==> config.mk <==
export PLATFORM = sky130hd
export DESIGN_NAME = key_event_debouncer
export DESIGN_NICKNAME = d
export VERILOG_FILES = /design/src/rtl/key_event_debouncer.sv
export SDC_FILE = /design/constraint.sdc
export NUM_CORES = 1
export LEC_CHECK = 0
export CORE_ASPECT_RATIO = 0.5
export CORE_MARGIN = 2
export CORE_UTILIZATION = 45
export CTS_CLUSTER_SIZE = 20
export DETAILED_ROUTE_END_ITERATION = 8
export GPL_ROUTABILITY_DRIVEN = 1
export SYNTH_ARGS = -nofsm -noshare
export SYNTH_HDL_FRONTEND = slang
export SYNTH_SLANG_ARGS = --single-unit
==> constraint.sdc <==
create_clock -name clk -period 8.5 [get_ports clk]
set_clock_uncertainty 0.2 [all_clocks]
set_input_delay 0.85 -clock clk [delete_from_list [all_inputs] [get_ports clk]]
set_output_delay 0.85 -clock clk [all_outputs]
set_load 0.1 [all_outputs]
==> src/rtl/key_event_debouncer.sv <==
// Keypad debouncer: filters key_pressed/code_in into one-cycle press/release events
// with a latched key code and optional auto-repeat while held.
module key_event_debouncer #(
   parameter int unsigned CODE_W          = 4,
   parameter int unsigned DEBOUNCE_CYCLES = 960000,
   parameter int unsigned REPEAT_CYCLES   = 0
) (
   input  logic              clk,
   input  logic              reset,
   input  logic              key_pressed,
   input  logic [CODE_W-1:0] code_in,
   output logic [CODE_W-1:0] code_out,
   output logic              press_pulse,
   output logic              release_pulse,
   output logic              held
);

   localparam int unsigned MAX_DR  = (DEBOUNCE_CYCLES > REPEAT_CYCLES) ? DEBOUNCE_CYCLES : REPEAT_CYCLES;
   localparam int unsigned MAX_CNT = (MAX_DR > 2) ? MAX_DR : 2;
   localparam int unsigned CNT_W   = $clog2(MAX_CNT);
   localparam logic [CNT_W-1:0] CNT_LAST = CNT_W'(DEBOUNCE_CYCLES - 1);
   localparam logic [CNT_W-1:0] RPT_LAST = CNT_W'((REPEAT_CYCLES > 0) ? REPEAT_CYCLES - 1 : 0);

   typedef enum logic [1:0] {
      IDLE       = 2'd0,
      DB_PRESS   = 2'd1,
      HELD       = 2'd2,
      DB_RELEASE = 2'd3
   } state_t;

   state_t            state, state_next;
   logic [CNT_W-1:0]  cnt, cnt_next;
   logic [CNT_W-1:0]  rpt, rpt_next;
   logic [CODE_W-1:0] cap, cap_next;
   logic [CODE_W-1:0] code_next;
   logic              press_next, release_next, held_next;

   always_ff @(posedge clk) begin
      if (reset) begin
         state         <= IDLE;
         cnt           <= '0;
         rpt           <= '0;
         cap           <= '0;
         code_out      <= '0;
         press_pulse   <= 1'b0;
         release_pulse <= 1'b0;
         held          <= 1'b0;
      end else begin
         state         <= state_next;
         cnt           <= cnt_next;
         rpt           <= rpt_next;
         cap           <= cap_next;
         code_out      <= code_next;
         press_pulse   <= press_next;
         release_pulse <= release_next;
         held          <= held_next;
      end
   end

   always_comb begin
      state_next   = state;
      cnt_next     = cnt;
      rpt_next     = rpt;
      cap_next     = cap;
      code_next    = code_out;
      press_next   = 1'b0;
      release_next = 1'b0;

      case (state)
         IDLE: begin
            if (key_pressed) begin
               state_next = DB_PRESS;
               cap_next   = code_in;
            end
         end
         DB_PRESS: begin
            if (!key_pressed) begin
               state_next = IDLE;
            end else if (code_in != cap) begin
               // a changing scan code restarts the stability window
               cap_next = code_in;
               cnt_next = '0;
            end else if (cnt == CNT_LAST) begin
               state_next = HELD;
               code_next  = cap;
               press_next = 1'b1;
            end else if (cnt < CNT_LAST) begin
               cnt_next = cnt + CNT_W'(1);
            end
         end
         HELD: begin
            // key drop takes priority over a coincident repeat expiry
            if (!key_pressed) begin
               state_next = DB_RELEASE;
            end else if (code_in != cap) begin
               state_next   = DB_PRESS;
               cap_next     = code_in;
               release_next = 1'b1;
            end else if (REPEAT_CYCLES > 0) begin
               if (rpt == RPT_LAST) begin
                  press_next = 1'b1;
                  rpt_next   = '0;
               end else if (rpt < RPT_LAST) begin
                  rpt_next = rpt + CNT_W'(1);
               end
            end
         end
         DB_RELEASE: begin
            if (key_pressed) begin
               if (code_in == cap) begin
                  state_next = HELD;
               end else begin
                  state_next   = DB_PRESS;
                  cap_next     = code_in;
                  release_next = 1'b1;
               end
            end else if (cnt == CNT_LAST) begin
               state_next   = IDLE;
               release_next = 1'b1;
            end else if (cnt < CNT_LAST) begin
               cnt_next = cnt + CNT_W'(1);
            end
         end
         default: begin
            state_next = IDLE;
         end
      endcase

      if (state_next != state) begin
         cnt_next = '0;
         rpt_next = '0;
      end

      held_next = (state_next == HELD) || (state_next == DB_RELEASE);
   end

   a_pulses_exclusive: assert property (@(posedge clk) disable iff (reset)
      !(press_pulse && release_pulse));

endmodule
==> flow_summary.ini <==
[timing]
finalCritPeriodShare_pct = 43.4
slew_headroom_pct = 35.6
rsz0062_at_grt = no
hold_violations = 0
slew_viol_final = 0
setup-tns-final_ns = 0
period_minus_slack_ns = 3.69
worst_slew_pin_slew_ns = 0.963
setup_violations = 0
fmax_ghz = 0.271

[die]
initial_core_util_pct = 46.6
dieHeight_um = 48.7
ios = 14
rows = 16
coreArea_um2 = 3860
die-area_um2 = 4560
fp.dieW_um = 93.5

[clock_network]
htree_levels = 2
cts_resized = 0
cts_tree = built
root_buffer = clkbuf_8
clock_path_buffers = 2
holdBufCountCts = 0
postCtsSetupBuffers = 0
cts-buffers-inserted = 5
path_clk_slew_ns = 0.08
clock_sinks = 32
clk_latency_ns = 0.29

[drt]
wl_per_cell_um = 13.1
vias_per_cell = 5.53
drtAntennaViolNets = 0
drc_errors = 0
dr.pass1.iters = 4
routed_wl_um = 3770
num_vias = 1587
dr.first_iter.drc_count = 63

[cells_and_area]
n_antenna_cell = 0
drive_gt1_share_pct = 6.87
final_nets = 245
syn2layout_area_growth_pct = 14.3

[yosys]
ys_warn_count = 0
syn_inst = 218
syn-cell-area_um2 = 1800
synth_edf_count = 0
ys_seq_area_share_pct = 35.6
synth-seq-cells = 32
ys.flop_type = dfxtp_1
postSynthAreaPerCell_um2 = 8.26
syn_nets = 231
async_flop_share_pct = 0
ys_types = 45

[placed_design]
hpwl_um = 2680
io_buffers = 13
place_congestion = 0.834

[setup_path]
critPathMaxFanout = 20
worst_r2r_startpoint = held
arrival_ns = 3.68
endpoint_kind = register
start_kind = primary input
critPathRequiredTime_ns = 8.49
critPathLaunch = code_in[1]
critical_path_class = in -> reg

[global_route]
grtUsageTotal_pct = 18.2
grt_pass1_wl_um = 6520
grt_start_max_net_pins = 21
gr-total-overflow = 0
antenna_found_initial = 0
grt_pass1_vias = 1432

[power_and_ir_drop]
power_density_nw_per_um2 = 226
power_leakage_nw = 0.746
power_mw = 0.465
peakVddDrop_v = 0.0000745

[run_status]
status = finished clean

[job]
maxCapViolCount = 0

[min_path]
hp-class = reg -> reg
holdCritStartpoint = cnt[1]
-- layer usage --
metal / share of wire, % / GRT usage, %
met5: 0 / 0
met4: 0.32 / 6.62
met1: 51 / 24.3
met3: 4.5 / 5.30
met2: 44 / 28.3
-- sequential cells by signal, indices dropped and copies added, names as in the netlist --
name           count
cap                4
held               1
press_pulse        1
code_out           4
release_pulse      1
state              1
cnt               20
-- worst max-delay path: stages --
cell and delay [ns]:
clkdlybuf4s50_1 0.44, xor2_1 0.17, or4_1 0.71, or4_1 0.76, a211oi_2 0.28, or4_4 0.29, o21ba_4 0.18
-- power breakdown --
part | internal, mW | switching (mW)
Clock | 0.0646 | 0.0579
Combinational | 0.0587 | 0.106
Sequential | 0.162 | 0.0163
-- cells in the mapped netlist (2+ instances only) --
cell type	number	area, um2
xor2_1	16	140
buf_2	2	10.0
inv_1	7	26.3
nor2_1	36	135
nor3_1	3	15.0
nand4_1	8	50.1
ha_1	6	75.1
or4_1	5	37.5
xnor2_1	2	17.5
or3_1	4	25.0
nor4b_1	2	17.5
a211oi_2	2	25.0
mux2i_1	8	80.1
nor4_1	2	12.5
and3_1	4	25.0
nand2b_1	2	12.5
nand3_1	9	45.0
clkbuf_1	3	11.3
a21oi_1	15	75.1
o21ai_0	6	30.0
dfxtp_1	32	641
o31ai_1	2	15.0
nand2_1	20	75.1
-- kinds of logic after synthesis --
| group | Yosys count | synth area share [%] |
|---|---|---|
| AO/OA/AOI/OAI | 38 | 14.4 |
| XOR/XNOR | 18 | 8.75 |
| adder cells (fa/ha/maj) | 6 | 4.17 |
| buffers and inverters | 14 | 3.68 |
| flip-flops | 32 | 35.6 |
| multiplexers | 8 | 4.44 |
| AND/OR/NAND/NOR | 102 | 29.0 |
-- cell usage in the layout, fill, tap and decap left out, drive strengths merged, types with 2 or more instances in the layout --
master | netlist | layout
a211oi | 3 | 3
a21oi | 15 | 15
and3 | 4 | 4
clkbuf | 3 | 6
clkdlybuf4s50 | 0 | 13
clkinv | 0 | 2
dfxtp | 32 | 32
ha | 6 | 6
inv | 7 | 7
mux2i | 8 | 8
nand2 | 20 | 20
nand2b | 2 | 2
nand3 | 9 | 9
nand4 | 8 | 8
nor2 | 36 | 36
nor3 | 3 | 3
nor4 | 3 | 3
nor4b | 2 | 2
o21ai | 6 | 6
o31ai | 2 | 2
or3 | 4 | 4
or4 | 6 | 6
xnor2 | 2 | 2
xor2 | 16 | 16
-- metrics by stage --
step                      setup WS, ns  utilization (%)  instance area (um2)  cells  hold slack [ns]
after CTS                         4.80             53.3                 2060    287            0.286
after global routing              4.60             53.3                 2060    287            0.304
after global placement            4.53             50.9                 1970    279            0.260
final                             4.81             53.3                 2060    287            0.279
after floorplan                   4.98                -                 1800    218            0.246
after detailed placement          4.51             50.9                 1970    279            0.277
-- final timing paths --
path                   to  cells after the start  slack, ns
setup / recovery  cnt[19]                      7       4.81
hold / removal     cnt[1]                      2       0.28
setup reg to reg  cnt[15]                      7       5.36
hold reg to reg    cnt[1]                      2       0.28
-- cell type report --
| cell class | count | area [um2] |
|---|---|---|
| clock buffers | 6 | 82.6 |
| clock inverters | 2 | 10.0 |
| fillers | 379 | 1800 |
| inverters | 7 | 26.3 |
| multi-input cells | 172 | 1090 |
| flip-flops and latches | 32 | 641 |
| well taps | 54 | 67.6 |
| repair buffers | 14 | 138 |
No activity file was read; power rests on OpenSTA's default activity.
